[src/rtl/fp_operand_sel_pipe.sv]
// fp_operand_sel_pipe
//   Picks one of NSRC candidate (A,B) operand pairs for the single-precision
//   adder alignment stage. The pair is chosen by a one-hot class code. The
//   chosen pair goes out through a valid/ready handshake. That handshake is
//   backed by a main output register plus one skid register.
//
//   Illegal class codes have zero bits set or two or more bits set. They
//   produce na=nb=0 with sel_err=1, or they are silently consumed when
//   DROP_ERR=1. In both cases they bump a saturating error counter.
//
// Ports
//   clk, rst_n            clock, asynchronous active-low reset
//   in_valid / in_ready   upstream handshake (in_ready is a flop output)
//   src_a, src_b          NSRC packed candidates, pair i at [i*W +: W]
//   e_data                one-hot class code
//   out_valid / out_ready downstream handshake
//   na, nb, sel_err       selected pair and illegal-code flag
//   err_cnt, clr_cnt      saturating illegal-code count and its sync clear
module fp_operand_sel_pipe #(
  parameter int W        = 37,
  parameter int NSRC     = 4,
  parameter int CNTW     = 8,
  parameter int DROP_ERR = 0
) (
  input  logic              clk,
  input  logic              rst_n,
  input  logic              in_valid,
  output logic              in_ready,
  input  logic [NSRC*W-1:0] src_a,
  input  logic [NSRC*W-1:0] src_b,
  input  logic [NSRC-1:0]   e_data,
  output logic              out_valid,
  input  logic              out_ready,
  output logic [W-1:0]      na,
  output logic [W-1:0]      nb,
  output logic              sel_err,
  output logic [CNTW-1:0]   err_cnt,
  input  logic              clr_cnt
);

  function automatic logic [CNTW-1:0] satInc(input logic [CNTW-1:0] v);
    return (&v) ? v : v + CNTW'(1);
  endfunction

  logic [W-1:0]    selA, selB;
  logic            codeLegal;
  logic            accept, fwd, mainFree;

  logic [W-1:0]    skidA_p0, skidB_p0;
  logic            skidErr_p0, vld_p0;
  logic [W-1:0]    mainA_p1, mainB_p1;
  logic            mainErr_p1, vld_p1;
  logic [CNTW-1:0] errCnt;

  always_comb begin
    selA = '0;
    selB = '0;
    for (int i = 0; i < NSRC; i++) begin
      if (e_data[i]) begin
        selA |= src_a[i*W +: W];
        selB |= src_b[i*W +: W];
      end
    end
    // Clearing the lowest set bit leaves zero only for a single-bit code.
    codeLegal = (e_data != '0) && ((e_data & (e_data - NSRC'(1))) == '0);
    if (!codeLegal) begin
      selA = '0;
      selB = '0;
    end
  end

  assign in_ready = !vld_p0;
  assign accept   = in_valid && in_ready;
  assign fwd      = accept && (codeLegal || (DROP_ERR == 0));
  assign mainFree = !vld_p1 || out_ready;

  // ---- stage p0: skid register (holds the data only, no reset needed) ----
  always_ff @(posedge clk) begin
    if (!mainFree && fwd) begin
      skidA_p0   <= selA;
      skidB_p0   <= selB;
      skidErr_p0 <= !codeLegal;
    end
  end

  // ---- stage p1: main output register, valids and error counter ----
  always_ff @(posedge clk or negedge rst_n) begin
    if (!rst_n) begin
      vld_p0     <= 1'b0;
      vld_p1     <= 1'b0;
      mainA_p1   <= '0;
      mainB_p1   <= '0;
      mainErr_p1 <= 1'b0;
      errCnt     <= '0;
    end else begin
      if (mainFree) begin
        // A full skid always refills main first. A new accept cannot collide
        // with it because in_ready is low whenever the skid is full.
        if (vld_p0) begin
          vld_p1     <= 1'b1;
          mainA_p1   <= skidA_p0;
          mainB_p1   <= skidB_p0;
          mainErr_p1 <= skidErr_p0;
          vld_p0     <= 1'b0;
        end else if (fwd) begin
          vld_p1     <= 1'b1;
          mainA_p1   <= selA;
          mainB_p1   <= selB;
          mainErr_p1 <= !codeLegal;
        end else begin
          vld_p1     <= 1'b0;
        end
      end else if (fwd) begin
        vld_p0 <= 1'b1;
      end

      if (clr_cnt)
        errCnt <= '0;
      else if (accept && !codeLegal)
        errCnt <= satInc(errCnt);
    end
  end

  assign out_valid = vld_p1;
  assign na        = mainA_p1;
  assign nb        = mainB_p1;
  assign sel_err   = mainErr_p1;
  assign err_cnt   = errCnt;

endmodule

[config.mk]
export PLATFORM = sky130hd
export DESIGN_NAME = fp_operand_sel_pipe
export DESIGN_NICKNAME = d
export VERILOG_FILES = /design/src/rtl/fp_operand_sel_pipe.sv
export SDC_FILE = /design/constraint.sdc
export NUM_CORES = 1
export LEC_CHECK = 0
export CAP_MARGIN = 25
export CORE_MARGIN = 5
export CORE_UTILIZATION = 42
export DETAILED_ROUTE_END_ITERATION = 6
export PLACE_DENSITY = 0.89
export SYNTH_ARGS = -nofsm -noshare
export SYNTH_HDL_FRONTEND = slang
export SYNTH_SLANG_ARGS = --single-unit
[constraint.sdc]
create_clock -name clk -period 5 [get_ports clk]
set_input_delay 1.5 -clock clk [delete_from_list [all_inputs] [get_ports clk]]
set_output_delay 1.5 -clock clk [all_outputs]
set_load 0.03 [all_outputs]
==> impl_metrics.tcl, run 1 <==
set metrics [dict create \
    status "finished, final reports clean" \
    placed_area_um2 12230 \
    min_period_over_period_pct 74.26 \
    gr-usage-met2_pct 43.66 \
    area_delta_synth_final_pct 55.41 \
    num-nets-final 1536 \
    whs_path_depth 2 \
    syn_avg_cell_area_um2 9.270 \
    worstSetupStartpointType "input port" \
    core-area_um2 19400 \
    via_per_inst 5.632 \
    placed_cells 1476 \
    worst_clock_skew_ns 0.01010 \
    grt_antenna_before_repair 0 \
    fmaxAchievable_ghz 0.2693 \
    cts_htree_levels 4 \
    synth_top_cell_area_share_pct 27.30 \
    gp_congestion 0.8252 \
    rows 51 \
    most-common-layout-cells "clkdlybuf4s50_1 (384), nand2_1 (151), a22oi_1 (148)" \
    synthesis.nets 1196 \
    use_met3_pct 7.375 \
    arrival_ns 4.05 \
    stdcell_area_um2 12820 \
    final_cells 1507 \
    dr.first_iter.drc_count 530 \
    critical_path_class "in -> reg" \
    dp_hpwl_mm 21.14 \
    start_util_pct 42.53 \
    firstDrtPassIters 5 \
    cts_hold_buf 0 \
    finalMaxSlewViolations 0 \
    critPathMaxFanout 54 \
    numClockSinks 160 \
    grt_pass1_wl_mm 44.29 \
    first_global_vias 8439 \
    hold_start "skidB_p0[25]" \
    rsz0062_at_grt "no" \
    die-area_um2 22550 \
    clk_pin_slew_ns 0.06 \
    yosysWarningCount 0 \
    post_cts_resized 0 \
    ff2ff_path_depth 4 \
    layout_min_cycle_time_ns 3.713 \
    die_width_um 150.2 \
    num_vias 8488 \
    synth_top_cells_by_area "edfxtp_1 (27%), dfrtp_1 (26%), a22oi_1 (13%)" \
    cp-end-kind "register" \
    synth_fa_ha_area_share_pct 0.1517 \
    cts_setup_buffers 0 \
    final_common_cell "clkdlybuf4s50_1" \
    grtUsageTotal_pct 25.00 \
    antenna_cells 0 \
    yosysTopAreaCell "edfxtp_1" \
    cts.path.max_buffers 2 \
    synthesis.area_um2 8250 \
    hp-class "reg -> reg" \
    rr_startpoint "vld_p0" \
    cp_data_required_time_ns 5.33 \
    pin_count 390 \
    cts_tree "done" \
    routed_wl_mm 29.20 \
    tns_ns 0 \
    grt-busiest-layer "met2" \
    final-setup-viol-count 0 \
    clock-root-buffer "clkbuf_16" \
    power.density_nw_per_um2 328.8 \
    timing.rr.end "skidA_p0[11]" \
    grt_max_degree 78 \
    cts_buffers 17 \
    synthCells 890 \
    cp-startpoint "e_data[1]" \
    grt-ovfl-total 0 \
    drive_gt1_share_pct 4.750 \
    hold_end "nb[25]" \
    wl_per_cell_um 19.38 \
    synthMuxAreaShare_pct 0.2578 \
    synth_top_family_by_area "compound AO/OA/AOI/OAI gates" \
    peakVddDrop_mv 0.2136 \
    maxSlewHeadroom_pct 39.20 \
    power.leakage_nw 4.822 \
    synth-compound-area-share_pct 25.01 \
    grtUsageMet1_pct 29.34 \
    clock_latency_ns 0.42 \
    hold_violations 0 \
    ys_seq_area_share_pct 53.08 \
    reg2reg_slack_ns 2.39 \
    port_buffers 389 \
    synthSimpleGateAreaFrac_pct 16.55 \
    finalPower_w 0.004216 \
    worst_slew_pin_slew_ns 0.9102 \
    drtAntennaViolNets 0 \
    maxCapViolCount 0 \
    ys_ff_latch 160 \
    synth_xor_area_share_pct 0.1062 \
    synthDistinctLibCells 32 \
    die_h_um 150.2 \
    drc 0 \
]
[synth_stat cells]
cell type,instances
a31oi_1,74
or4b_1,2
o31ai_1,5
buf_1,10
nand2_1,151
or2_2,1
buf_6,8
or4_1,5
dfrtp_1,85
and4_1,1
o21ai_0,2
clkbuf_1,62
a21oi_1,82
nor2_1,79
edfxtp_1,75
ha_1,1
buf_2,5
nand2b_1,2
inv_1,3
or3_1,2
mux2i_1,1
o311ai_2,1
nand3_1,77
inv_2,1
nor2b_1,1
o21a_1,1
nor4_1,1
xnor2_1,1
nand4_1,1
o21bai_1,1
mux2_2,1
a22oi_1,148
[worst max-delay path by stage]
stage | to | slack (ns) | cells past startpoint
4_1_cts | na[4] | 1.34 | 7
3_5_place_dp | na[6] | 0.91 | 7
2_1_floorplan | skidA_p0[0] | 0.91 | 2
3_3_place_gp | na[8] | 1.02 | 7
5_1_grt | na[4] | 1.10 | 7
6_report | na[4] | 1.29 | 7
[sequential cells by signal, summed over array words and instances (netlist names)]
name / cells
na: 37
nb: 37
skidA_p0: 37
skidB_p0: 37
err_cnt: 8
out_valid: 1
sel_err: 1
skidErr_p0: 1
vld_p0: 1
[per-layer routing]
layer	vias to the layer above	wire, µm
li1	4015	-
met1	3986	10720
met2	432	14860
met3	55	2759
met4	0	852
met5	-	0
[area by class of cell]
cell class | instances | area, µm²
Clock buffer | 20 | 446.7
Tap cell | 265 | 331.6
Clock inverter | 11 | 141.4
Timing Repair Buffer | 406 | 4011
Inverter | 4 | 15.01
Fill cell | 1537 | 6576
Sequential cell | 160 | 4380
Multi-Input combinational cell | 641 | 3496
[cells by family (layout without fill, tap and decap cells)]
group | after synthesis | count (layout)
mux | 2 | 2
simple gates | 323 | 323
xor+xnor | 1 | 1
fa+ha+maj | 1 | 1
compound gates | 314 | 314
buf+inv | 89 | 441
flops | 160 | 160
[report_power, final]
part	leakage, nW	switching (W)	total, W	internal, W
combinational	2.82	0.000710	0.00129	0.000576
sequential	1.72	0.0000838	0.00163	0.00154
clock	0.282	0.000508	0.00130	0.000794
total	4.82	0.00130	0.00422	0.00291
[through the flow]
stage          hold WS (ns)  worst slack [ns]  util (%)
6_report             0.5242             1.287     66.10
5_1_grt              0.5538             1.099     66.10
3_3_place_gp         0.5091             1.019     63.07
3_5_place_dp         0.5213            0.9131     63.07
4_1_cts              0.5261             1.341     66.10
2_1_floorplan        0.5065            0.9063         -
[worst max-delay path, cell delays in order]
cell and delay [ns]:
buf_2 0.34, or4b_1 0.65, o311ai_4 0.12, buf_4 0.52, buf_4 0.48, nand3_1 0.17, a31oi_1 0.22
Power figures use the tool's default switching activity.
==> run 2: changes to the inputs <==
clock period = 3.7 ns   (was 5 ns; I/O delays follow)
==> impl_metrics.tcl, run 2 (synthesis gave the netlist of run 1 again) <==
set metrics [dict create \
    critical-path-slowest-cell "clkdlybuf4s50_1" \
    power.density_nw_per_um2 444.8 \
    grt-busiest-layer "met2" \
    final_common_cell "clkdlybuf4s50_1" \
    via_per_inst 5.599 \
    final-setup-viol-count 0 \
    routed_wl_mm 29.20 \
    critical_path_class "reg -> out" \
    maxCapViolCount 0 \
    peakVddDrop_mv 0.2896 \
    wl_per_cell_um 19.35 \
    use_met3_pct 6.924 \
    critPathMaxFanout 7 \
    rsz0062_at_grt "no" \
    start_util_pct 42.53 \
    maxSlewHeadroom_pct 42.12 \
    grt_pass1_wl_mm 44.21 \
    die_h_um 150.2 \
    worst_slew_pin_slew_ns 0.8664 \
    stdcell_area_um2 12890 \
    critPathBufInv 1 \
    gp_congestion 0.7923 \
    worstPathCellList "clkdlybuf4s50_1" \
    num-nets-final 1535 \
    min_period_over_period_pct 74.40 \
    die-area_um2 22550 \
    arrival_ns 1.64 \
    grtUsageTotal_pct 24.97 \
    clkPwrFrac_pct 31.3 \
    most-common-layout-cells "clkdlybuf4s50_1 (384), nand2_1 (151), a22oi_1 (148)" \
    clock-root-buffer "clkbuf_16" \
    combPwrFrac_pct 30.5 \
    dp_hpwl_mm 21.00 \
    placed_area_um2 12290 \
    p_int_w 0.003943 \
    core-area_um2 19400 \
    worst_clock_skew_ns 0.009264 \
    status "finished, final reports clean" \
    cts_tree "done" \
    power.leakage_nw 4.834 \
    clock_latency_ns 0.42 \
    crit_family "buffers and inverters" \
    first_global_vias 8453 \
    worstSetupStartpointType "register" \
    cts_hold_buf 0 \
    num_vias 8449 \
    drive_gt1_share_pct 4.589 \
    pin_count 390 \
    firstDrtPassIters 5 \
    power.switching_w 0.001792 \
    finalMaxSlewViolations 0 \
    rows 51 \
    cp_slowest_stage_delay_ns 0.76 \
    grt-ovfl-total 0 \
    die_width_um 150.2 \
    cp_data_required_time_ns 2.59 \
    hp-class "reg -> reg" \
    fmaxAchievable_ghz 0.3633 \
    drtAntennaViolNets 0 \
    area_delta_synth_final_pct 56.25 \
    post_cts_resized 0 \
    gr-usage-met2_pct 43.88 \
    layout_min_cycle_time_ns 2.753 \
    grt_max_degree 77 \
    hold_violations 0 \
    grtUsageMet1_pct 28.69 \
    tns_ns 0 \
    numClockSinks 160 \
    drc 0 \
    switching_share_pct 31.24 \
    grt_antenna_before_repair 2 \
    cts_buffers 17 \
    cts_setup_buffers 0 \
    port_buffers 389 \
    cp-end-kind "output port" \
    cts.path.max_buffers 2 \
    clk_pin_slew_ns 0.06 \
    cts_htree_levels 4 \
    p_seq_share_pct 38.2 \
    dr.first_iter.drc_count 519 \
]
run 2: power by group through the flow:
stage | Combinational [W] | Clock (W) | Sequential (W)
after floorplan | 0.000540 | 0 | 0.00255
after global placement | 0.00172 | 0 | 0.00221
after detailed placement | 0.00175 | 0 | 0.00223
after CTS | 0.00176 | 0.00182 | 0.00219
after global routing | 0.00186 | 0.00191 | 0.00222
final | 0.00175 | 0.00180 | 0.00219
run 2: layer usage:
metal / part of all wire, % / vias up / routed length, µm
met5: 0 / - / 0
met4: 3.2 / 0 / 941
met3: 8.9 / 55 / 2603
met2: 51 / 417 / 14950
met1: 37 / 3957 / 10700
li1: - / 4020 / -
run 2: path summary, 6_finish.rpt:
| kind | end | slack, ns | cells past startpoint | from |
|---|---|---|---|---|
| worst max-delay path | err_cnt[2] | 0.95 | 1 | err_cnt[2] |
| worst min-delay path | na[23] | 0.53 | 2 | skidA_p0[23] |
| worst max register to register | nb[30] | 1.67 | 5 | vld_p0 |
| worst min register to register | na[23] | 0.53 | 2 | skidA_p0[23] |
| max in group asynchronous | nb[31] | 2.29 | 2 | rst_n |
| min in group asynchronous | nb[16] | 0.72 | 1 | rst_n |
run 2: layout make-up:
| type | instances | area (µm²) |
|---|---|---|
| Clock buffer | 20 | 436.7 |
| Sequential cell | 160 | 4380 |
| Clock inverter | 12 | 160.2 |
| Multi-Input combinational cell | 641 | 3496 |
| Timing Repair Buffer | 405 | 4066 |
| Inverter | 4 | 15.01 |
| Fill cell | 1545 | 6507 |
| Antenna cell | 2 | 5.005 |
| Tap cell | 265 | 331.6 |
run 2: metrics by stage:
step	hold slack [ns]	total power [W]	instances	worst slack [ns]	utilization, %
2_1_floorplan	0.5065	0.003086	890	0.8149	-
3_3_place_gp	0.5128	0.003930	1475	0.6770	63.35
3_5_place_dp	0.5213	0.003977	1475	0.6591	63.35
4_1_cts	0.5263	0.005773	1507	0.9285	66.43
5_1_grt	0.5448	0.005989	1509	0.8932	66.45
6_report	0.5306	0.005734	1509	0.9472	66.45
==> run 3: changes to the inputs <==
clock period = 2.7 ns   (was 3.7 ns; I/O delays follow)
==> impl_metrics.tcl, run 3 (synthesis gave the netlist of run 1 again) <==
set metrics [dict create \
    status "finished, final reports clean" \
    nFillCells 1507 \
    antenna_cells 0 \
    worst_slew_pin_slew_ns 0.8512 \
    ff2ff_path_depth 5 \
    final_cells 1513 \
    cp-startpoint "err_cnt[2]" \
    die_width_um 150.2 \
    worst_clock_skew_ns 0.01097 \
    clock_latency_ns 0.41 \
    cp.depth 1 \
    cts.path.max_buffers 2 \
    stdcell_area_um2 12970 \
    hp-class "in -> async" \
    p_int_w 0.005398 \
    cts_htree_levels 4 \
    cp-end-kind "output port" \
    clk_pin_slew_ns 0.06 \
    post_cts_resized 0 \
    drc 0 \
    rr_startpoint "vld_p0" \
    p_seq_share_pct 38.3 \
    worstSetupStartpointType "register" \
    power.switching_w 0.002450 \
    routed_wl_mm 29.67 \
    dr.first_iter.drc_count 607 \
    wl_per_cell_um 19.61 \
    final-setup-viol-count 0 \
    reg2reg_slack_ns 0.72 \
    num-nets-final 1541 \
    num_vias 8534 \
    post-place-ws_ns 0.08053 \
    tns_ns 0 \
    critical-path-slowest-cell "clkdlybuf4s50_1" \
    cts_tree "done" \
    switching_share_pct 31.22 \
    dp_hpwl_mm 21.70 \
    drive_gt1_share_pct 5.369 \
    numClockSinks 160 \
    combPwrFrac_pct 30.9 \
    cts_hold_buf 0 \
    die_h_um 150.2 \
    worstPathCellList "clkdlybuf4s50_1" \
    start_util_pct 42.53 \
    min_period_over_period_pct 90.70 \
    worst_slack_ns 0.2512 \
    layout_min_cycle_time_ns 2.449 \
    critical_path_class "reg -> out" \
    drtAntennaViolNets 0 \
    gp_congestion 0.8302 \
    die-area_um2 22550 \
    placed_area_um2 12370 \
    area_delta_synth_final_pct 57.17 \
    core-area_um2 19400 \
    power.density_nw_per_um2 605.2 \
    peakVddDrop_mv 0.3885 \
    most-common-layout-cells "clkdlybuf4s50_1 (383), nand2_1 (151), a22oi_1 (148)" \
    final_common_cell "clkdlybuf4s50_1" \
    crit_family "buffers and inverters" \
    hold_violations 0 \
    clkPwrFrac_pct 30.9 \
    maxSlewHeadroom_pct 43.25 \
    clock-root-buffer "clkbuf_16" \
    grtUsageTotal_pct 24.83 \
    cts_setup_buffers 0 \
    register_area_um2 4380 \
    critPathMaxFanout 7 \
    first_global_vias 8280 \
    cts_buffers 17 \
    grt_pass1_wl_mm 43.93 \
    placed_cells 1481 \
    maxCapViolCount 0 \
    grt_max_degree 76 \
    port_buffers 389 \
    pin_count 390 \
    cp_slowest_stage_delay_ns 0.76 \
    arrival_ns 1.64 \
    multi_input_area_um2 3496 \
    critPathBufInv 1 \
    rsz0062_at_grt "no" \
    finalMaxSlewViolations 0 \
    cp_data_required_time_ns 1.89 \
    power.leakage_nw 4.884 \
    rows 51 \
    fmaxAchievable_ghz 0.4084 \
    via_per_inst 5.640 \
    grt-ovfl-total 0 \
    firstDrtPassIters 5 \
    grt_antenna_before_repair 0 \
]
-- run 3: path summary, 6_finish.rpt --
kind,to
worst max-delay path,err_cnt[2]
worst min-delay path,nb[17]
worst max register to register,nb[29]
worst min register to register,sel_err
max in group asynchronous,nb[21]
min in group clk,sel_err
-- run 3: power groups by stage --
stage | combinational, W | sequential [W] | clock, W
after floorplan | 0.000741 | 0.00349 | 0
after global placement | 0.00237 | 0.00303 | 0
after detailed placement | 0.00242 | 0.00305 | 0
after CTS | 0.00243 | 0.00300 | 0.00246
after global routing | 0.00258 | 0.00303 | 0.00258
final | 0.00242 | 0.00300 | 0.00242
-- run 3: metrics by stage --
stage	hold WS, ns	total power, W	utilization (%)
after floorplan	0.5065	0.004229	-
after global routing	0.4716	0.008187	66.85
after global placement	0.5114	0.005403	63.76
final	0.4320	0.007848	66.85
after CTS	0.4502	0.007891	66.85
after detailed placement	0.5210	0.005472	63.76
-- run 3: cell type report --
type | instances | share of cell area, %
sequential | 160 | 33.78
clock inverter | 11 | 0.9842
tap | 265 | 2.557
timing repair buffer | 411 | 31.98
multi-input combinational | 641 | 26.96
clock buffer | 21 | 3.628
inverter | 4 | 0.1158
-- run 3: per-layer routing --
layer | vias up | global-route usage, % | wire length, µm
li1 | 4032 | - | -
met3 | 41 | 6.081 | 2663
met2 | 443 | 45.06 | 15520
met5 | - | 0 | 0
met4 | 0 | 7.823 | 680
met1 | 4018 | 28.87 | 10810
